**config.mk**
```make
export PLATFORM = sky130hd
export DESIGN_NAME = instr_fetch_unit
export DESIGN_NICKNAME = d
export VERILOG_FILES = /design/src/rtl/cpu_pkg.sv /design/src/rtl/if_id_reg.sv /design/src/rtl/instr_fetch_unit.sv
export SDC_FILE = /design/constraint.sdc
export NUM_CORES = 1
export LEC_CHECK = 0
export BUFFER_PORTS_ARGS = -buffer_cell sky130_fd_sc_hd__clkbuf_2
export CELL_PAD_IN_SITES_DETAIL_PLACEMENT = 1
export CELL_PAD_IN_SITES_GLOBAL_PLACEMENT = 2
export CORE_MARGIN = 2
export CORE_UTILIZATION = 31
export CTS_BUF_LIST = sky130_fd_sc_hd__clkbuf_16
export DETAILED_ROUTE_END_ITERATION = 10
export GPL_ROUTABILITY_DRIVEN = 0
export PLACE_DENSITY = 0.81
export SLEW_MARGIN = 0
export SYNTH_ARGS = -nofsm -noshare
export SYNTH_HDL_FRONTEND = slang
export SYNTH_SLANG_ARGS = --single-unit
```
**constraint.sdc**
```tcl
create_clock -name clk -period 4.4 [get_ports clk]
set_input_delay 0.44 -clock clk [delete_from_list [all_inputs] [get_ports clk]]
set_output_delay 0.44 -clock clk [all_outputs]
set_load 0.01 [all_outputs]
```
**src/rtl/cpu_pkg.sv**
```systemverilog
`default_nettype none
// ============================================================================
// Module   : cpu_pkg
// Brief    : Shared constants, opcodes and fetch FSM state type for the MIPS core.
// Revision : 1.0
// ============================================================================
package cpu_pkg;

   localparam logic [31:0] NOP_INSTR = 32'h0000_0000;
   localparam logic [31:0] RESET_PC  = 32'h0000_0000;

   localparam logic [5:0]  OP_J      = 6'b000010;
   localparam logic [5:0]  OP_BEQ    = 6'b000100;

   typedef enum logic [1:0] {
      BOOT  = 2'd0,
      RUN   = 2'd1,
      FAULT = 2'd2
   } fetch_state_t;

   // J-type target: upper nibble of PC+4, 26-bit word index, word aligned.
   function automatic logic [31:0] jump_target(input logic [3:0]  pc4_hi,
                                               input logic [25:0] word_idx);
      return {pc4_hi, word_idx, 2'b00};
   endfunction

endpackage
`default_nettype wire

```
**src/rtl/if_id_reg.sv**
```systemverilog
`default_nettype none
// ============================================================================
// Module   : if_id_reg
// Brief    : IF/ID pipeline register (instr, pc4, valid) with hold and flush.
// Revision : 1.0
// ============================================================================
module if_id_reg #(
   parameter logic [31:0] NOP_INSTR = cpu_pkg::NOP_INSTR
) (
   input  logic        clk,
   input  logic        rst,
   input  logic        i_hold,
   input  logic        i_flush,
   input  logic [31:0] i_instr,
   input  logic [31:0] i_pc4,
   output logic [31:0] o_instr,
   output logic [31:0] o_pc4,
   output logic        o_valid
);

   logic [31:0] r_instr;
   logic [31:0] r_pc4;
   logic        r_valid;

   // A flush turns the slot into a bubble but leaves pc4 untouched.
   always_ff @(posedge clk or posedge rst) begin
      if (rst) begin
         r_instr <= NOP_INSTR;
         r_pc4   <= 32'd0;
         r_valid <= 1'b0;
      end else if (i_flush) begin
         r_instr <= NOP_INSTR;
         r_valid <= 1'b0;
      end else if (!i_hold) begin
         r_instr <= i_instr;
         r_pc4   <= i_pc4;
         r_valid <= 1'b1;
      end
   end

   assign o_instr = r_instr;
   assign o_pc4   = r_pc4;
   assign o_valid = r_valid;

endmodule
`default_nettype wire

```
**src/rtl/instr_fetch_unit.sv**
```systemverilog
`default_nettype none
// ============================================================================
// Module   : instr_fetch_unit
// Brief    : IF stage: PC, next-PC mux, fetch FSM, IF/ID register, fetch counter.
//            Optional fetch-address fault checking under macro FETCH_FAULT_EN.
// Revision : 1.0
// ============================================================================
module instr_fetch_unit #(
   parameter logic [31:0] RESET_PC   = cpu_pkg::RESET_PC,
   parameter int          IMEM_DEPTH = 32,
   parameter logic [31:0] NOP_INSTR  = cpu_pkg::NOP_INSTR
) (
   input  logic        clk,
   input  logic        reset,
   input  logic        stall,
   input  logic        branch_taken,
   input  logic [31:0] branch_target,
   input  logic        jump,
   output logic [31:0] imem_addr,
   input  logic [31:0] imem_instr,
   output logic [31:0] if_id_instr,
   output logic [31:0] if_id_pc4,
   output logic        if_id_valid,
   output logic [31:0] fetch_count,
   output logic        fetch_fault
);

   import cpu_pkg::*;

   localparam logic [31:0] c_imem_bytes = 32'(IMEM_DEPTH * 4);

   fetch_state_t r_state;
   fetch_state_t w_state_next;

   logic [31:0] r_pc;
   logic [31:0] w_pc_next;
   logic [31:0] w_pc4;
   logic [31:0] w_jump_pc;
   logic [31:0] r_fetch_count;
   logic        w_load;
   logic        w_flush;
   logic        w_fault_cond;
   logic        w_fault_hit;

   assign w_pc4        = r_pc + 32'd4;
   assign w_jump_pc    = jump_target(if_id_pc4[31:28], if_id_instr[25:0]);
   assign w_fault_cond = (r_pc[1:0] != 2'b00) || (r_pc >= c_imem_bytes);

`ifdef FETCH_FAULT_EN
   // Redirects and stalls outrank the fault check; only a plain fetch can fault.
   assign w_fault_hit = (r_state == RUN) & w_fault_cond & ~stall & ~branch_taken & ~jump;
`else
   logic w_unused;
   assign w_fault_hit = 1'b0;
   assign w_unused    = w_fault_cond;
`endif

   always_ff @(posedge clk or posedge reset) begin
      if (reset) begin
         r_state <= BOOT;
      end else begin
         r_state <= w_state_next;
      end
   end

   always_comb begin
      w_state_next = r_state;
      case (r_state)
         BOOT:    w_state_next = RUN;
         RUN:     if (w_fault_hit) w_state_next = FAULT;
         default: w_state_next = r_state;
      endcase
   end

   always_comb begin
      w_pc_next = r_pc;
      w_load    = 1'b0;
      w_flush   = 1'b0;
      case (r_state)
         RUN: begin
            if (!stall) begin
               if (branch_taken) begin
                  w_pc_next = branch_target;
                  w_flush   = 1'b1;
               end else if (jump) begin
                  w_pc_next = w_jump_pc;
                  w_flush   = 1'b1;
               end else if (w_fault_hit) begin
                  w_flush   = 1'b1;
               end else begin
                  w_pc_next = w_pc4;
                  w_load    = 1'b1;
               end
            end
         end
         FAULT:   w_flush = 1'b1;
         default: w_flush = 1'b0;
      endcase
   end

   always_ff @(posedge clk or posedge reset) begin
      if (reset) begin
         r_pc          <= RESET_PC;
         r_fetch_count <= 32'd0;
      end else begin
         r_pc <= w_pc_next;
         if (w_load) begin
            r_fetch_count <= r_fetch_count + 32'd1;
         end
      end
   end

`ifdef FETCH_FAULT_EN
   logic r_fault;

   always_ff @(posedge clk or posedge reset) begin
      if (reset) begin
         r_fault <= 1'b0;
      end else if (w_fault_hit) begin
         r_fault <= 1'b1;
      end
   end

   assign fetch_fault = r_fault;
`else
   assign fetch_fault = 1'b0;
`endif

   if_id_reg #(
      .NOP_INSTR (NOP_INSTR)
   ) u_if_id_reg (
      .clk     (clk),
      .rst     (reset),
      .i_hold  (~w_load),
      .i_flush (w_flush),
      .i_instr (imem_instr),
      .i_pc4   (w_pc4),
      .o_instr (if_id_instr),
      .o_pc4   (if_id_pc4),
      .o_valid (if_id_valid)
   );

   assign imem_addr   = r_pc;
   assign fetch_count = r_fetch_count;

endmodule
`default_nettype wire
```
==> results of run 1 <==
-- final cells by class --
type | instances | area, um2
diodes | 1 | 2.50
clock buffers | 17 | 425
clock inverters | 14 | 148
fillers | 2308 | 11600
inverters | 8 | 35.0
multi-input cells | 443 | 2780
flip-flops and latches | 130 | 3250
well taps | 265 | 332
repair buffers | 203 | 1030
-- final timing paths --
kind	cells past startpoint	startpoint	end
worst max-delay path	6	branch_taken	fetch_count[22]$_DFFE_PP0P_
worst min-delay path	2	reset	u_if_id_reg.o_pc4[26]$_DFFE_PP0P_
worst max register to register	6	imem_addr[2]$_DFFE_PP0P_	u_if_id_reg.o_pc4[20]$_DFFE_PP0P_
worst min register to register	2	u_if_id_reg.o_pc4[26]$_DFFE_PP0P_	u_if_id_reg.o_pc4[26]$_DFFE_PP0P_
max in group asynchronous	3	reset	u_if_id_reg.o_pc4[17]$_DFFE_PP0P_
min in group clk	2	imem_instr[2]	u_if_id_reg.o_instr[2]$_DFFE_PP0P_
-- routing by layer --
metal  GRT usage [%]  wire length (um)  vias up
met2            31.7              9740      164
met1            26.0              9310     2682
met3            4.58              1070       28
met4            6.96               430        0
met5               0                 0        -
li1                -                 -     2592
-- registers in the layout (all words and copies together), names as in the netlist --
name	count
r_state	1
imem_addr	32
fetch_count	32
u_if_id_reg.o_valid	1
u_if_id_reg.o_pc4	32
u_if_id_reg.o_instr	32
-- worst reg2reg max path: cells and delay by family, from the launching register on --
family | cells | cell delay (ps)
AOI/OAI and AO/OA | 1 | 120
xor gates and xnor gates | 1 | 310
adders and majority gates | 1 | 300
DFF | 1 | 530
and+or+nand+nor | 3 | 960
-- cells in the mapped netlist (all sizes together), types with 3 or more instances --
library cell,count
a21oi,33
o21ai,42
o221ai,9
and3,16
inv,8
a22o,33
or3,10
nor3,6
nor4,6
dfrtp,130
o22ai,3
nand3,36
o31a,3
a31oi,3
buf,9
a2bb2oi,10
nand2,93
a21o,3
o31ai,3
and2,3
clkbuf,33
nand4,12
xnor2,38
xor2,21
o22a,4
nor2,28
-- metrics by stage --
| step | instances | setup slack [ps] | total power (W) | utilization, % | cell area (um2) |
|---|---|---|---|---|---|
| 2_1_floorplan | 623 | 491 | 0.00189 | - | 6230 |
| 4_1_cts | 1080 | 2000 | 0.00365 | 40.8 | 8000 |
| 5_1_grt | 1081 | 1790 | 0.00378 | 40.9 | 8000 |
| 6_report | 1081 | 1960 | 0.00360 | 40.9 | 8000 |
| 3_3_place_gp | 1049 | 1680 | 0.00221 | 37.9 | 7430 |
| 3_5_place_dp | 1049 | 1550 | 0.00224 | 37.9 | 7430 |
-- where the power goes --
part           leakage [nW]  switching [W]  internal, W
clock network         0.281       0.000524     0.000872
registers              1.68       0.000189      0.00136
logic                  1.90       0.000383     0.000278
-- kinds of logic after synthesis --
group	after synthesis	synth area share [%]
other cells	2	0.121
mux	1	0.161
buf+inv	50	3.40
xor+xnor	59	8.30
simple gates	218	17.6
compound gates	161	17.8
fa+ha+maj	2	0.402
flops	130	52.3
==> metrics, run 1 <==
post-cts sizing count 0; remaining antenna violation count after routing 0; period utilisation layout 55.5%; Clk pin slew, worst setup/hold paths 60 ps; Achievable Freq 409 MHz; Max Transition Viols Final 0; Hold Slack 205 ps; First-pass DRT Iterations 4; layout cells sized above 1 29.7%; critical path cell sequence clkbuf_2 > nor4b_4 > nand3_1 > nor4b_1 > nand4_1 > xnor2_1; Rows 51; status complete, no violations; synth warn 0; syn nets 694; Die Y 146 um; Cell variety after synth 57; Num CTS Buffers 17; CTS root buffer clkbuf_16; die area 21200 um2; WP data required 4710 ps; Post-synth top flop dfrtp_1; critical path class primary input to flop; Final TNS setup 0 ps; global-route wire length before repair 33.1 mm; DP Wirelength 15.2 mm; vias in the first global route 5783; Final Hold Vio Count 0; commonest non-fill, non-tap cell in the layout clkbuf_2; data arrival time of the critical path 2760 ps; Routed WL 20.6 mm; PwrDens 450 nW/um2; Synth area leader dfrtp_1; RSZ-0062 raised after global routing false; critical path peak fanout 39; Final min period 2440 ps; chip width 146 um; Area Growth Syn to Fin 28.6%; peak supply drop 253 uV; DR vias/cell 5.06; final setup fails 0; Worst Clk Skew 5.93 ps; number of top-level pins 199; slowest stage cell on the critical path nor4b_4; asr flop ratio synth 100%; initial antenna violation count 1; Avg Inst Size Synth 9.99 um2; worst hold path class primary input to async pin; Syn Inst Count 623; synth top area cells dfrtp_1 (52%), nand2_1 (5.6%), xnor2_1 (5.3%); Slew HR 35.6%; CTS Hold Bufs 0; Yosys top cell area share 52.3%; synthesized area 6230 um2; CP max stage delay 730 ps; Max Cap Viol 0; CTS tree done; Top delay family on crit path simple AND/OR/NAND/NOR gates; Post-synth EDFFs 0; DR WL/cell 19.0 um; most frequent cells in the layout clkbuf_2 (197), dfrtp_1 (130), nand2_1 (92); worst-margin pin slew 962 ps; # Post-CTS Setup Buffers 0; via count 5466; Setup crit end kind flop; Lkg Pwr 3.86 nW; Clock Tree Buf Depth 2; detailed-route DRC error count 0; Clock Latency Late Sink 430 ps; Initial Util 31.8%; total grt overflow 0; Synth Register Bits 130; largest net degree at the start of global routing 100; placeable core region 19600 um2; port buffer count 197; CTS H-tree depth 4; Reg2Reg Setup Slack 2030 ps; Buf/Inv on CP 1; Starting DRT DRC Count 226; Clock Sinks 130; gr usage total 19.7%; sequential area share after synthesis 52.3%; Worst setup SP type primary input; Post-layout nets 874
No activity file was read; power rests on OpenSTA's default activity.
==> inputs of run 2 (changes only) <==
--- a/config.mk
+++ b/config.mk
@@ -9,11 +9,11 @@
 export CELL_PAD_IN_SITES_DETAIL_PLACEMENT = 1
 export CELL_PAD_IN_SITES_GLOBAL_PLACEMENT = 2
 export CORE_MARGIN = 2
-export CORE_UTILIZATION = 31
+export CORE_UTILIZATION = 28
 export CTS_BUF_LIST = sky130_fd_sc_hd__clkbuf_16
 export DETAILED_ROUTE_END_ITERATION = 10
 export GPL_ROUTABILITY_DRIVEN = 0
-export PLACE_DENSITY = 0.81
+export PLACE_DENSITY = 0.77
 export SLEW_MARGIN = 0
 export SYNTH_ARGS = -nofsm -noshare
 export SYNTH_HDL_FRONTEND = slang
==> constraint.sdc (replaced) <==
create_clock -name clk -period 2.1 [get_ports clk]
set_input_delay 0.21 -clock clk [delete_from_list [all_inputs] [get_ports clk]]
set_output_delay 0.21 -clock clk [all_outputs]
set_load 0.01 [all_outputs]
==> metrics, run 2 (synthesis results as in run 1) <==
chip width 153 um (was 146 um); Final Non-Filler Cells 1154 (was 1081); R2R cell count 7 (was 6); First-pass DRT Iterations 4 (unchanged); worst hold path class primary input to flop (was primary input to async pin); Post-layout nets 931 (was 874); Int Pwr 0.00525 W (was 0.00251 W); Clock Sinks 130 (unchanged); layout cells sized above 1 32.2% (was 29.7%); Reg2Reg Setup Slack 150 ps (was 2030 ps); Initial Util 28.5% (was 31.8%); number of top-level pins 199 (unchanged); commonest non-fill, non-tap cell in the layout clkbuf_2 (unchanged); pre-CTS worst setup slack 13.1 ps (was 1550 ps); reg2reg start imem_addr[2]$_DFFE_PP0P_ (unchanged); DP Wirelength 15.8 mm (was 15.2 mm); DR vias/cell 4.88 (was 5.06); Setup crit end kind flop (unchanged); Area Growth Syn to Fin 37.7% (was 28.6%); worst-margin pin slew 599 ps (was 962 ps); Worst setup SP type flop (was primary input); hold wc startpoint imem_instr[11]; final setup fails 0 (unchanged); WP data required 2410 ps (was 4710 ps); placeable core region 21800 um2 (was 19600 um2); Combinational Power Share 20.5% (was 18.3%); most frequent cells in the layout clkbuf_2 (197), dfrtp_1 (128), nand2_1 (92) (was clkbuf_2 (197), dfrtp_1 (130), nand2_1 (92)); Lkg Pwr 4.14 nW (was 3.86 nW); Worst Clk Skew 7.97 ps (was 5.93 ps); Hold EP u_if_id_reg.o_instr[11]$_DFFE_PP0P_; Seq pwr share 41.7% (was 42.9%); die area 23400 um2 (was 21200 um2); CTS tree done (unchanged); period utilisation layout 92.8%; Routed WL 21.1 mm (was 20.6 mm); initial antenna violation count 1 (unchanged); CTS H-tree depth 4 (unchanged); total grt overflow 0 (unchanged); RSZ-0062 raised after global routing false (unchanged); vias in the first global route 5812 (was 5783); Max Transition Viols Final 0 (unchanged); peak supply drop 434 uV (was 253 uV); Hold Path Depth 2; final worst setup slack 152 ps (was 1960 ps); Final Hold Vio Count 0 (unchanged); largest net degree at the start of global routing 41 (was 100); Clock power frac 37.8% (was 38.8%); Clock Latency Late Sink 420 ps (was 430 ps); Achievable Freq 513 MHz; via count 5635 (was 5466); remaining antenna violation count after routing 0 (unchanged); critical path peak fanout 8 (was 39); data arrival time of the critical path 2260 ps (was 2760 ps); Net Switching 0.00238 W (was 0.00110 W); Starting DRT DRC Count 291 (was 226); Final TNS setup 0 ps (unchanged); Inst Count DP 1093 (was 1049); port buffer count 197 (unchanged); Die Y 153 um (was 146 um); PwrDens 890 nW/um2 (was 450 nW/um2); detailed-route DRC error count 0 (unchanged); Slew HR 60.0% (was 35.6%); CTS root buffer clkbuf_16 (unchanged); R2R Path End imem_addr[18]$_DFFE_PP0P_ (was u_if_id_reg.o_pc4[20]$_DFFE_PP0P_); critical path class flop to flop (was primary input to flop); sw frac 31.2% (was 30.4%); Clock Tree Buf Depth 2 (unchanged); DR WL/cell 18.3 um (was 19.0 um); Max Cap Viol 0 (unchanged); Util after Layout 39.3% (was 40.9%); gr usage total 18.5% (was 19.7%); Num CTS Buffers 17 (unchanged); status complete, no violations (unchanged); Final min period 1950 ps; Rows 54 (was 51); total power 0.00763 W (was 0.00360 W); global-route wire length before repair 34.2 mm (was 33.1 mm); Clk pin slew, worst setup/hold paths 60 ps (about the same)
[run 2: cell count changes in the layout (fill, tap and decap cells not counted), moves of 3 or more]
cell / previous run / this run
buf_4: 6 / 32
dlygate4sd3_1: 0 / 25
buf_12: 0 / 5
clkinv_1: 5 / 2
clkinv_2: 2 / 5
[run 2: final cells by class]
cell class	count	area, um2
Antenna cell	1	2.50
Multi-Input combinational cell	443	2780
Inverter	8	33.8
Clock buffer	17	425
Tap cell	280	350
Timing Repair Buffer	260	1590
Fill cell	2524	13200
Clock inverter	15	143
Sequential cell	130	3260
[run 2: what timing repair did]
action,4_1_cts,5_1_grt
gates resized for setup,0,3
setup buffers,0,3
setup endpoints to repair,0,9
hold endpoints to repair,44,0
hold buffers,25,0
[run 2: routing by layer]
metal | vias up | GRT usage (%) | routed length (um)
met5 | - | 0 | 0
met4 | 0 | 5.64 | 308
met3 | 20 | 3.88 | 1230
met2 | 153 | 27.8 | 9590
met1 | 2753 | 26.7 | 10000
li1 | 2709 | - | -
[run 2: per-stage QoR]
stage / area [um2] / hold slack (ps)
after floorplan: 6230 / 343
after global placement: 7730 / 337
after detailed placement: 7730 / 324
after CTS: 8540 / 1.16
after global routing: 8580 / 10.6
final: 8580 / 13.4
[run 2: power groups by stage]
stage / Combinational, W / Sequential, W / Clock (W)
floorplan: 0.000639 / 0.00332 / 0
global placement: 0.00152 / 0.00321 / 0
detailed placement: 0.00154 / 0.00323 / 0
CTS: 0.00159 / 0.00318 / 0.00296
global route: 0.00173 / 0.00324 / 0.00308
finish: 0.00156 / 0.00318 / 0.00289
[run 2: critical path: stages, from the launching register on]
cell	delay (ps)
dfrtp_1	380
ha_1	260
nand3_1	190
nor4_4	70
buf_4	180
and2_1	210
a221o_1	310
a22o_1	230
[run 2: how the worst max path moves through the flow]
stage	startpoint	endpoint	slack, ps	cells past startpoint
global placement	jump	fetch_count[22]$_DFFE_PP0P_	40	6
global route	imem_addr[3]$_DFFE_PP0P_	imem_addr[18]$_DFFE_PP0P_	6	7
floorplan	imem_addr[2]$_DFFE_PP0P_	imem_addr[22]$_DFFE_PP0P_	160	6
detailed placement	jump	fetch_count[22]$_DFFE_PP0P_	10	6
CTS	r_state[0]$_DFFE_PP0N_	fetch_count[22]$_DFFE_PP0P_	60	5
finish	imem_addr[2]$_DFFE_PP0P_	imem_addr[18]$_DFFE_PP0P_	150	7
==> inputs of run 3 (changes only) <==
--- a/config.mk
+++ b/config.mk
@@ -5,15 +5,16 @@
 export SDC_FILE = /design/constraint.sdc
 export NUM_CORES = 1
 export LEC_CHECK = 0
+export ABC_AREA = 1
 export BUFFER_PORTS_ARGS = -buffer_cell sky130_fd_sc_hd__clkbuf_2
 export CELL_PAD_IN_SITES_DETAIL_PLACEMENT = 1
 export CELL_PAD_IN_SITES_GLOBAL_PLACEMENT = 2
 export CORE_MARGIN = 2
-export CORE_UTILIZATION = 28
+export CORE_UTILIZATION = 26
 export CTS_BUF_LIST = sky130_fd_sc_hd__clkbuf_16
 export DETAILED_ROUTE_END_ITERATION = 10
 export GPL_ROUTABILITY_DRIVEN = 0
-export PLACE_DENSITY = 0.77
+export PLACE_DENSITY = 0.75
 export SLEW_MARGIN = 0
 export SYNTH_ARGS = -nofsm -noshare
 export SYNTH_HDL_FRONTEND = slang
==> metrics, run 3 <==
commonest non-fill, non-tap cell in the layout nand2_1 (was clkbuf_2); asr flop ratio synth 100% (unchanged); CTS tree done (unchanged); hold wc startpoint imem_instr[9] (was imem_instr[11]); Die Y 166 um (was 153 um); CTS H-tree depth 4 (unchanged); RSZ-0062 raised after global routing false (unchanged); Rows 59 (was 54); Final TNS setup 0 ps (unchanged); Max Transition Viols Final 0 (unchanged); slowest stage cell on the critical path dfrtp_1 (unchanged); Initial Util 26.3% (was 28.5%); data arrival time of the critical path 2250 ps (was 2260 ps); R2R Path End imem_addr[18]$_DFFE_PP0P_ (unchanged); period utilisation layout 89.5% (was 92.8%); Hold EP u_if_id_reg.o_instr[9]$_DFFE_PP0P_ (was u_if_id_reg.o_instr[11]$_DFFE_PP0P_); CP max stage delay 460 ps (was 380 ps); remaining antenna violation count after routing 0 (unchanged); synth warn 0 (unchanged); gr usage total 18.1% (was 18.5%); Syn Inst Count 862 (was 623); R2R cell count 10 (was 7); Net Switching 0.00249 W (was 0.00238 W); Post-synth EDFFs 0 (unchanged); Reg2Reg Setup Slack 220 ps (was 150 ps); status complete, no violations (unchanged); main combinational cell family by area after synthesis simple AND/OR/NAND/NOR gates (was compound AO/OA/AOI/OAI gates); Seq pwr share 39.6% (was 41.7%); CTS root buffer clkbuf_16 (unchanged); First-pass DRT Iterations 4 (unchanged); Synth Area in XOR/XNOR 5.40% (was 8.30%); chip width 166 um (was 153 um); Synth area leader dfrtp_1 (unchanged); detailed-route DRC error count 0 (unchanged); Hold Slack 18.9 ps (was 13.4 ps); sw frac 30.9% (was 31.2%); initial antenna violation count 0 (was 1); via count 6510 (was 5635); synth top area cells dfrtp_1 (48%), nand2_1 (17%), nor2_1 (6.2%) (was dfrtp_1 (52%), nand2_1 (5.6%), xnor2_1 (5.3%)); Clock Tree Buf Depth 2 (unchanged); Starting DRT DRC Count 324 (was 291); reg2reg start imem_addr[2]$_DFFE_PP0P_ (unchanged); WP data required 2470 ps (was 2410 ps); Post-synth top flop dfrtp_1 (unchanged); syn nets 933 (was 694); Slew HR 51.8% (was 60.0%); Area Growth Syn to Fin 34.6% (was 37.7%); PwrDens 880 nW/um2 (was 890 nW/um2); Avg Inst Size Synth 7.90 um2 (was 9.99 um2); Setup crit end kind flop (unchanged); Clock Latency Late Sink 430 ps (was 420 ps); vias in the first global route 6884 (was 5812); layout cells sized above 1 24.7% (was 32.2%); total power 0.00806 W (was 0.00763 W); Clk pin slew, worst setup/hold paths 70 ps (was 60 ps); Int Pwr 0.00557 W (was 0.00525 W); Achievable Freq 532 MHz (was 513 MHz); Antenna Cells 0 (was 1); global-route wire length before repair 39.6 mm (was 34.2 mm); Top delay family on crit path simple AND/OR/NAND/NOR gates (was compound AO/OA/AOI/OAI gates); critical path peak fanout 6 (was 8); Worst Clk Skew 14.2 ps (was 7.97 ps); placeable core region 25900 um2 (was 21800 um2); Placed Area 8210 um2 (was 7730 um2); Util after Layout 35.4% (was 39.3%); Lkg Pwr 4.73 nW (was 4.14 nW); count leader, synth nand2_1 (was dfrtp_1); Max Cap Viol 0 (unchanged); Worst setup SP type flop (unchanged); Adder-Cell Fraction of Synth Area 0.367% (was 0.402%); critical path cell sequence ha_1 > nand2_1 > nor2_4 > nand2_4 > nor2_4 > xor2_1 > nand2_1 > nand2_1 > nand2_1 > nand2_1 (was ha_1 > nand3_1 > nor4_4 > buf_4 > and2_1 > a221o_1 > a22o_1); Num CTS Buffers 17 (unchanged); Cell variety after synth 35 (was 57); Final Hold Vio Count 0 (unchanged); Yosys top cell area share 47.8% (was 52.3%); Clock Sinks 130 (unchanged); post-synthesis simple-gate area fraction 30.8% (was 17.6%); synth cell count leaders nand2_1 (307), dfrtp_1 (130), nor2_1 (112) (was dfrtp_1 (130), nand2_1 (93), xnor2_1 (38)); total grt overflow 0 (unchanged); die area 27500 um2 (was 23400 um2); DR WL/cell 16.9 um (was 18.3 um); Clock power frac 41.7% (was 37.8%); number of top-level pins 199 (unchanged); Synth Register Bits 130 (unchanged); most frequent cells in the layout nand2_1 (307), clkbuf_2 (197), dfrtp_1 (130) (was clkbuf_2 (197), dfrtp_1 (128), nand2_1 (92)); Hold Path Depth 2 (unchanged); most used cell along the critical path nand2_1; worst hold path class primary input to flop (unchanged); Compound-Gate Fraction of Synth Area 9.39% (was 17.8%); worst-margin pin slew 722 ps (was 599 ps); port buffer count 197 (unchanged); DR vias/cell 4.54 (was 4.88); DP Wirelength 18.3 mm (was 15.8 mm); Combinational Power Share 18.7% (was 20.5%); peak supply drop 313 uV (was 434 uV); largest net degree at the start of global routing 66 (was 41); critical path class flop to flop (unchanged); post-synthesis mux area share 0% (was 0.161%); Final min period 1880 ps (was 1950 ps); Buf/Inv on CP 0 (was 1); # Post-CTS Setup Buffers 0 (unchanged); Layout fillers 3175 (was 2524); Routed WL 24.2 mm (was 21.1 mm); final setup fails 0 (unchanged); Post-layout nets 1158 (was 931); sequential area share after synthesis 47.8% (was 52.3%); final instance area 9170 um2 (was 8580 um2); synthesized area 6810 um2 (was 6230 um2)
==> run 3: changes by cell type after synthesis, sizes merged, moves of 17 or more <==
cell	previous run	this run
clkbuf	33	16
inv	8	54
nand2	93	311
nor2	28	129
o21ai	42	19
xnor2	38	14
==> run 3: worst max path at each step <==
stage / start / cells after the start / to / slack [ps]
after floorplan: reset / 1 / fetch_count[0]$_DFFE_PP0P_ / 280
after global placement: imem_addr[2]$_DFFE_PP0P_ / 10 / imem_addr[16]$_DFFE_PP0P_ / 240
after detailed placement: imem_addr[2]$_DFFE_PP0P_ / 10 / imem_addr[18]$_DFFE_PP0P_ / 220
after CTS: imem_addr[2]$_DFFE_PP0P_ / 10 / imem_addr[18]$_DFFE_PP0P_ / 200
after global routing: imem_addr[2]$_DFFE_PP0P_ / 10 / imem_addr[18]$_DFFE_PP0P_ / 20
final: imem_addr[2]$_DFFE_PP0P_ / 10 / imem_addr[18]$_DFFE_PP0P_ / 220
==> run 3: final cells by class <==
class,count,area [um2],area share [%]
timing repair buffer,243,1490,16.3
clock buffer,17,425,4.64
tap,335,419,4.57
multi-input combinational,641,3140,34.2
inverter,54,206,2.25
clock inverter,15,230,2.51
sequential,130,3250,35.5
==> run 3: kinds of logic (layout without fill, tap and decap cells) <==
kind of cell | Yosys count | after routing
AO/OA/AOI/OAI | 100 | 100
buffers and inverters | 91 | 329
adder cells (fa/ha/maj) | 2 | 2
flip-flops | 130 | 130
AND/OR/NAND/NOR | 495 | 495
other | 2 | 2
XOR/XNOR | 42 | 42
==> run 3: per-layer routing <==
| metal | vias to the layer above | share of wire (%) | global-route usage (%) | routed length (um) |
|---|---|---|---|---|
| met5 | - | 0 | 0 | 0 |
| met4 | 0 | 1.5 | 4.50 | 359 |
| met3 | 25 | 4.9 | 4.39 | 1180 |
| met2 | 162 | 45 | 27.9 | 10900 |
| met1 | 3129 | 49 | 25.6 | 11800 |
| li1 | 3194 | - | - | - |
==> run 3: stage by stage <==
| step | std cells | setup slack [ps] |
|---|---|---|
| after global placement | 1373 | 243 |
| final | 1435 | 221 |
| after floorplan | 862 | 281 |
| after detailed placement | 1373 | 219 |
| after CTS | 1435 | 197 |
| after global routing | 1435 | 17.8 |
==> run 3: power by group through the flow <==
stage | clock network [W] | registers (W) | logic (W)
floorplan | 0 | 0.00328 | 0.000668
global placement | 0 | 0.00323 | 0.00148
detailed placement | 0 | 0.00324 | 0.00149
CTS | 0.00343 | 0.00320 | 0.00154
global route | 0.00355 | 0.00325 | 0.00170
finish | 0.00336 | 0.00319 | 0.00151
==> run 3: repair_timing <==
| item | 4_1_cts | 5_1_grt |
|---|---|---|
| gates resized for setup | 0 | 0 |
| hold buffers | 30 | 0 |
| endpoints found under the hold margin | 53 | 0 |
